File: src/rtl/i2s_clock_controller_if.sv
// Control/status bundle between the host logic and the I2S clock controller.
// The controller uses the master modport; the host side uses the slave modport.
interface i2s_clock_controller_if #(
   parameter int FrameCountWidth = 16
) ();

   logic                       i_START;
   logic                       i_STOP;
   logic [FrameCountWidth-1:0] i_FrameLimit;
   logic                       o_SCK;
   logic                       o_WS;
   logic                       o_ENABLE;
   logic                       o_Busy;
   logic                       o_FrameStrobe;
   logic                       o_Done;
   logic [FrameCountWidth-1:0] o_FrameCount;

   modport master (
      input  i_START,
      input  i_STOP,
      input  i_FrameLimit,
      output o_SCK,
      output o_WS,
      output o_ENABLE,
      output o_Busy,
      output o_FrameStrobe,
      output o_Done,
      output o_FrameCount
   );

   modport slave (
      output i_START,
      output i_STOP,
      output i_FrameLimit,
      input  o_SCK,
      input  o_WS,
      input  o_ENABLE,
      input  o_Busy,
      input  o_FrameStrobe,
      input  o_Done,
      input  o_FrameCount
   );

endinterface

File: src/rtl/i2s_clock_controller.sv
// I2S master sequencer: divides i_CLK into SCK, generates WS, and starts/stops
// streaming only on whole stereo-frame boundaries. All outputs are registered.
module i2s_clock_controller #(
   parameter int DataWidth       = 16,
   parameter int ClockDivide     = 4,
   parameter int FrameCountWidth = 16
) (
   input  logic                      i_CLK,
   input  logic                      i_NRESET,
   i2s_clock_controller_if.master    bus
);

   localparam int DivWidth = (ClockDivide > 1) ? $clog2(ClockDivide) : 1;
   localparam int BitWidth = $clog2(2 * DataWidth);
   localparam logic [DivWidth-1:0] DivLast = DivWidth'(ClockDivide - 1);
   localparam logic [BitWidth-1:0] BitLast = BitWidth'(2 * DataWidth - 1);
   localparam logic [BitWidth-1:0] BitHalf = BitWidth'(DataWidth);

   typedef enum logic [1:0] {
      ST_IDLE     = 2'd0,
      ST_RUN      = 2'd1,
      ST_STOPPING = 2'd2
   } state_t;

   state_t                     state_r, state_s;
   logic [DivWidth-1:0]        div_r, div_s;
   logic [BitWidth-1:0]        bit_r, bit_s, bit_next_s;
   logic                       sck_r, sck_s;
   logic                       ws_r, ws_s;
   logic                       enable_r, enable_s;
   logic                       busy_r, busy_s;
   logic                       strobe_r, strobe_s;
   logic                       done_r, done_s;
   logic [FrameCountWidth-1:0] count_r, count_s, count_inc_s;
   logic [FrameCountWidth-1:0] limit_r, limit_s;
   logic                       frame_end_s;

   // State and output registers; reset aborts any frame without a done pulse.
   always_ff @(posedge i_CLK or negedge i_NRESET) begin
      if (!i_NRESET) begin
         state_r  <= ST_IDLE;
         div_r    <= '0;
         bit_r    <= '0;
         sck_r    <= 1'b0;
         ws_r     <= 1'b0;
         enable_r <= 1'b0;
         busy_r   <= 1'b0;
         strobe_r <= 1'b0;
         done_r   <= 1'b0;
         count_r  <= '0;
         limit_r  <= '0;
      end else begin
         state_r  <= state_s;
         div_r    <= div_s;
         bit_r    <= bit_s;
         sck_r    <= sck_s;
         ws_r     <= ws_s;
         enable_r <= enable_s;
         busy_r   <= busy_s;
         strobe_r <= strobe_s;
         done_r   <= done_s;
         count_r  <= count_s;
         limit_r  <= limit_s;
      end
   end

   // Next-state and next-output logic for the sequencer.
   always_comb begin
      state_s     = state_r;
      div_s       = div_r;
      bit_s       = bit_r;
      sck_s       = sck_r;
      ws_s        = ws_r;
      enable_s    = enable_r;
      busy_s      = busy_r;
      strobe_s    = 1'b0;
      done_s      = 1'b0;
      count_s     = count_r;
      limit_s     = limit_r;
      frame_end_s = 1'b0;
      bit_next_s  = (bit_r == BitLast) ? '0 : bit_r + BitWidth'(1);
      count_inc_s = count_r + FrameCountWidth'(1);

      case (state_r)
         ST_IDLE: begin
            sck_s    = 1'b0;
            ws_s     = 1'b0;
            enable_s = 1'b0;
            busy_s   = 1'b0;
            div_s    = '0;
            bit_s    = '0;
            // A simultaneous stop request is meaningless here, so start wins.
            if (bus.i_START) begin
               state_s  = ST_RUN;
               enable_s = 1'b1;
               busy_s   = 1'b1;
               count_s  = '0;
               limit_s  = bus.i_FrameLimit;
            end else begin
               state_s  = ST_IDLE;
            end
         end

         ST_RUN, ST_STOPPING: begin
            if (div_r == DivLast) begin
               div_s = '0;
               sck_s = ~sck_r;
               // WS and the bit counter move on the SCK fall so WS is stable at each rise.
               if (sck_r) begin
                  bit_s       = bit_next_s;
                  ws_s        = (bit_next_s >= BitHalf);
                  frame_end_s = (bit_next_s == '0);
               end else begin
                  bit_s       = bit_r;
               end
            end else begin
               div_s = div_r + DivWidth'(1);
            end

            if (frame_end_s) begin
               strobe_s = 1'b1;
               count_s  = count_inc_s;
            end else begin
               count_s  = count_r;
            end

            if (frame_end_s && ((state_r == ST_STOPPING) ||
                                ((limit_r != '0) && (count_inc_s == limit_r)))) begin
               state_s  = ST_IDLE;
               enable_s = 1'b0;
               busy_s   = 1'b0;
               sck_s    = 1'b0;
               ws_s     = 1'b0;
               done_s   = 1'b1;
               div_s    = '0;
               bit_s    = '0;
            end else if ((state_r == ST_RUN) && bus.i_STOP) begin
               state_s  = ST_STOPPING;
            end else begin
               state_s  = state_r;
            end
         end

         default: begin
            state_s  = ST_IDLE;
            div_s    = '0;
            bit_s    = '0;
            sck_s    = 1'b0;
            ws_s     = 1'b0;
            enable_s = 1'b0;
            busy_s   = 1'b0;
            count_s  = '0;
            limit_s  = '0;
         end
      endcase
   end

   assign bus.o_SCK         = sck_r;
   assign bus.o_WS          = ws_r;
   assign bus.o_ENABLE      = enable_r;
   assign bus.o_Busy        = busy_r;
   assign bus.o_FrameStrobe = strobe_r;
   assign bus.o_Done        = done_r;
   assign bus.o_FrameCount  = count_r;

endmodule

File: src/flat_wrapper.sv
// flat-port wrapper written by rule: the top's interface ports become plain ports
module i2s_clock_controller_flat 
#(
   parameter int DataWidth       = 16,
   parameter int ClockDivide     = 4,
   parameter int FrameCountWidth = 16
)
  (i_CLK, i_NRESET, bus_i_START, bus_i_STOP, bus_i_FrameLimit, bus_o_SCK, bus_o_WS, bus_o_ENABLE, bus_o_Busy, bus_o_FrameStrobe, bus_o_Done, bus_o_FrameCount);
  i2s_clock_controller_if #(.FrameCountWidth(FrameCountWidth)) bus_i ();
  input  logic i_CLK;
  input  logic i_NRESET;
  input wire logic [$bits(bus_i.i_START)-1:0] bus_i_START;
  input wire logic [$bits(bus_i.i_STOP)-1:0] bus_i_STOP;
  input wire logic [$bits(bus_i.i_FrameLimit)-1:0] bus_i_FrameLimit;
  output wire logic [$bits(bus_i.o_SCK)-1:0] bus_o_SCK;
  output wire logic [$bits(bus_i.o_WS)-1:0] bus_o_WS;
  output wire logic [$bits(bus_i.o_ENABLE)-1:0] bus_o_ENABLE;
  output wire logic [$bits(bus_i.o_Busy)-1:0] bus_o_Busy;
  output wire logic [$bits(bus_i.o_FrameStrobe)-1:0] bus_o_FrameStrobe;
  output wire logic [$bits(bus_i.o_Done)-1:0] bus_o_Done;
  output wire logic [$bits(bus_i.o_FrameCount)-1:0] bus_o_FrameCount;
  assign bus_i.i_START = bus_i_START;
  assign bus_i.i_STOP = bus_i_STOP;
  assign bus_i.i_FrameLimit = bus_i_FrameLimit;
  assign bus_o_SCK = bus_i.o_SCK;
  assign bus_o_WS = bus_i.o_WS;
  assign bus_o_ENABLE = bus_i.o_ENABLE;
  assign bus_o_Busy = bus_i.o_Busy;
  assign bus_o_FrameStrobe = bus_i.o_FrameStrobe;
  assign bus_o_Done = bus_i.o_Done;
  assign bus_o_FrameCount = bus_i.o_FrameCount;
  i2s_clock_controller #(.DataWidth(DataWidth), .ClockDivide(ClockDivide), .FrameCountWidth(FrameCountWidth)) u_core (.i_CLK(i_CLK), .i_NRESET(i_NRESET), .bus(bus_i));
endmodule
File: config.mk
export PLATFORM = sky130hd
export DESIGN_NAME = i2s_clock_controller_flat
export DESIGN_NICKNAME = d
export VERILOG_FILES = /design/src/rtl/i2s_clock_controller_if.sv /design/src/rtl/i2s_clock_controller.sv /design/src/flat_wrapper.sv
export SDC_FILE = /design/constraint.sdc
export NUM_CORES = 1
export LEC_CHECK = 0
export ABC_CLOCK_PERIOD_IN_PS = 3440
export CAP_MARGIN = 25
export CELL_PAD_IN_SITES_DETAIL_PLACEMENT = 0
export CELL_PAD_IN_SITES_GLOBAL_PLACEMENT = 1
export CORE_AREA = 2 2 75 113
export DETAILED_ROUTE_END_ITERATION = 16
export DIE_AREA = 0 0 77 115
export HOLD_SLACK_MARGIN = 0.05
export PLACE_DENSITY_LB_ADDON = 0.1
export SYNTH_ARGS = -nofsm -noshare
export SYNTH_HDL_FRONTEND = slang
export SYNTH_SLANG_ARGS = --single-unit
File: constraint.sdc
create_clock -name i_CLK -period 3.44 [get_ports i_CLK]
set_clock_uncertainty 0.2 [all_clocks]
set_input_delay 0.516 -clock i_CLK [delete_from_list [all_inputs] [get_ports i_CLK]]
set_output_delay 0.516 -clock i_CLK [all_outputs]
set_load 0.02 [all_outputs]
==> metrics.csv <==
stage,metric,value,unit
synth,Synth Cell Area,2720,sq um
timing,Fin. Hold Viols,0,
timing,worst-margin pin slew,0.786,ns
power_and_ir_drop,Max IR drop VDD,335,uV
grt,pin count of the biggest net entering global routing,34,
clocking,H-tree lvl count,2,
grt,global-route wire length before repair,12.3,mm
critical_path,CP Max Fanout,9,
route,DR WL/cell,17.5,um
synth,Yosys warning total,0,
power_and_ir_drop,clock power share,25.2,%
die,row count,40,
critical_path,Worst Path Required,3.40,ns
critical_path,startpoint type of the worst setup path,flop,
synth,main combinational cell family by area after synthesis,simple AND/OR/NAND/NOR gates,
route,final WL,7.59,mm
synth,Yosys top cell area share,42.4,%
clocking,Bufs on Longest Clock Path,2,
timing,slew margin rel.,47.6,%
flow_run,max_cap viols,0,
die,Initial Utilization,34.4,%
placed_design,Post-DP Area,3300,sq um
power_and_ir_drop,Logic pwr share,38.4,%
synth,synthesized net count,310,
synth,#FFs+latches synth,46,
clocking,TritonCTS buffer count,5,
critical_path,crit path launch,u_core.bus.o_FrameCount[0],
synth,Post-synth ARST share,100,%
final_layout,"commonest non-fill, non-tap cell in the layout",dfrtp_1,
timing,fmax,317,MHz
synth,dominant cells by area after synthesis,"dfrtp_1, a22o_1, xnor2_1, o21ai_0, ha_1",
placed_design,final RePlAce weighted congestion,0.823,
outcome,status,finished clean,
power_and_ir_drop,Cell Int Power,1.21,mW
synth,Post-Synth XOR/XNOR Area,7.41,%
route,drt pass-1 iters,6,
power_and_ir_drop,Seq pwr share,36.4,%
synth,"Top FF cell, synth",dfrtp_1,
timing,"Min Clock Period, post-route",3.16,ns
timing,final worst path period share,91.7,%
hold_path,worst hold path type,in2async,
synth,area share of fa/ha/maj cells after synthesis,3.68,%
synth,post-synthesis instance total,282,
final_layout,layout cell share with drive strength beyond 1,10.6,%
critical_path,FF-to-FF setup slack,0.28,ns
die,die footprint,8860,sq um
timing,Final setup viols,0,
synth,largest area contributor in the netlist,dfrtp_1,
grt,total gr overflow,0,
synth,sequential area share after synthesis,42.4,%
placed_design,IO buf count,41,
critical_path,critical path arrival,3.12,ns
final_layout,area added between synthesis and finish,27.1,%
synth,"Avg Cell Area, Syn",9.64,sq um
critical_path,reg2reg end,u_core.bus.o_ENABLE,
clocking,"Clk pin slew, worst setup/hold paths",0.07,ns
die,Die Wd,77,um
critical_path,worst r2r src,u_core.bus.o_FrameCount[0],
final_layout,ANT cells,0,
route,DRT iter0 DRCs,97,
critical_path,Crit. End Element,flop,
die,core box area,7910,sq um
synth,post-synthesis simple-gate area fraction,24.4,%
route,via count,2337,
clocking,CTS tree,built,
final_layout,nets@finish,357,
synth,count of different cell masters after synthesis,51,
power_and_ir_drop,Leakage Power,1.47,nW
timing,total negative slack,0,ns
critical_path,reg2reg path depth,7,
timing,RSZ-0062 raised after global routing,no,
final_layout,design area,3450,sq um
final_layout,"commonest non-fill, non-tap cells in the layout","dfrtp_1, clkdlybuf4s50_1, o21ai_0, nand2_1, a22o_1",
grt,global-route usage over all layers,17.9,%
final_layout,post-layout util,43.7,%
power_and_ir_drop,pwr dens,572,nW/um^2
route,residual DRC count,0,
route,Antenna Nets Post-Route,0,
clocking,clock sinks,46,
grt,number of global-route vias before repair,2390,
placed_design,HPWL after DPL,5.69,mm
synth,"EDFF count, synth",0,
power_and_ir_drop,sw frac,38.6,%
critical_path,Setup CP Type,reg2reg,
die,Die Y,115,um
die,Ports,42,
critical_path,CP Capture Point,u_core.bus.o_ENABLE,
clocking,worst-skew pair later-pin latency,0.29,ns
grt,initial antenna violation count,0,
synth,Compound-Gate Fraction of Synth Area,17.3,%
clocking,root cell of the clock tree,clkbuf_16,
timing,fin. max-slew vios,0,
power_and_ir_drop,Switch Pwr,761,uW
route,vias per inst,5.37,
synth,multiplexer area fraction after synthesis,1.52,%
==> Yosys cell counts, types with 5 or more instances <==
cell type  number
dfrtp_1        46
xnor2_1        16
nand4_1         8
clkbuf_1       10
nor3_1          6
nand3_1        12
nor2_1         14
a22o_1         17
nand3b_1        5
xor2_1          7
ha_1            8
inv_1           7
nor4_1          6
o21ai_0        23
a21oi_1        12
and2_1          6
nand2_1        22
==> metal layers <==
| metal | global-route usage [%] | vias to the layer above | routed length [um] | part of all wire [%] |
|---|---|---|---|---|
| li1 | - | 1136 | - | - |
| met1 | 19.6 | 1138 | 2980 | 39 |
| met2 | 33.6 | 47 | 4090 | 54 |
| met3 | 2.75 | 16 | 224 | 2.9 |
| met4 | 8.45 | 0 | 303 | 4.0 |
| met5 | 0 | - | 0 | 0 |
==> stage by stage <==
stage,cells,total power [mW],hold slack [ns],setup slack [ns]
global placement,426,1.49,0.224,0.347
detailed placement,427,1.49,0.230,0.248
global route,435,2.10,0.190,0.0795
CTS,435,2.00,0.141,0.233
finish,435,1.97,0.105,0.284
floorplan,282,1.22,0.0204,0.459
==> cell families after synthesis <==
group	Yosys count
simple gates	108
compound gates	71
flops	46
xor+xnor	23
buf+inv	22
fa+ha+maj	8
mux	4
==> worst min-delay path by stage <==
stage	start	end	slack, ns	depth (start not counted)
final	i_NRESET	u_core.bus.o_FrameCount[8]	0.10	1
after global routing	i_NRESET	u_core.bus.o_FrameCount[11]	0.19	1
after CTS	i_NRESET	u_core.bus.o_FrameCount[11]	0.14	1
after detailed placement	u_core.div_r[0]	u_core.div_r[0]	0.23	1
after global placement	u_core.div_r[0]	u_core.div_r[0]	0.22	1
after floorplan	i_NRESET	u_core.bit_r[0]	0.02	0
==> critical path, stage by stage, from the launching register on <==
cell	delay [ns]
dfrtp_1	0.50
nand4_1	0.30
nor4_4	0.48
mux2_1	0.36
a31oi_1	0.13
o2111ai_1	0.30
and4b_1	0.30
or4_1	0.46
==> flip-flops by register name, indices dropped and copies added (netlist names) <==
signal and count:
u_core.bus.o_FrameStrobe 1, u_core.bus.o_WS 1, u_core.bus.o_FrameCount 16, u_core.div_r 2, u_core.bit_r 5, u_core.bus.o_ENABLE 1
u_core.limit_r 16, u_core.bus.o_SCK 1, u_core.state_r 2, u_core.bus.o_Done 1
==> cell type report <==
class	count	area, sq um
Timing Repair Buffer	55	510
Inverter	7	26.3
Tap cell	105	131
Fill cell	827	4450
Sequential cell	46	1150
Clock buffer	5	125
Clock inverter	3	23.8
Multi-Input combinational cell	214	1490
==> repair_timing <==
item,CTS,global route
hold buffers,0,0
gates resized for setup,0,1
setup endpoints to repair,0,1
setup buffers,0,0
==> power groups by stage <==
stage          combinational [mW]  clock [mW]  sequential (mW)
2_1_floorplan               0.518           0            0.700
3_3_place_gp                0.758           0            0.729
3_5_place_dp                0.764           0            0.727
4_1_cts                     0.766       0.515            0.719
5_1_grt                     0.836       0.536            0.728
6_report                    0.758       0.498            0.718
(Power assumes the default switching activity.)
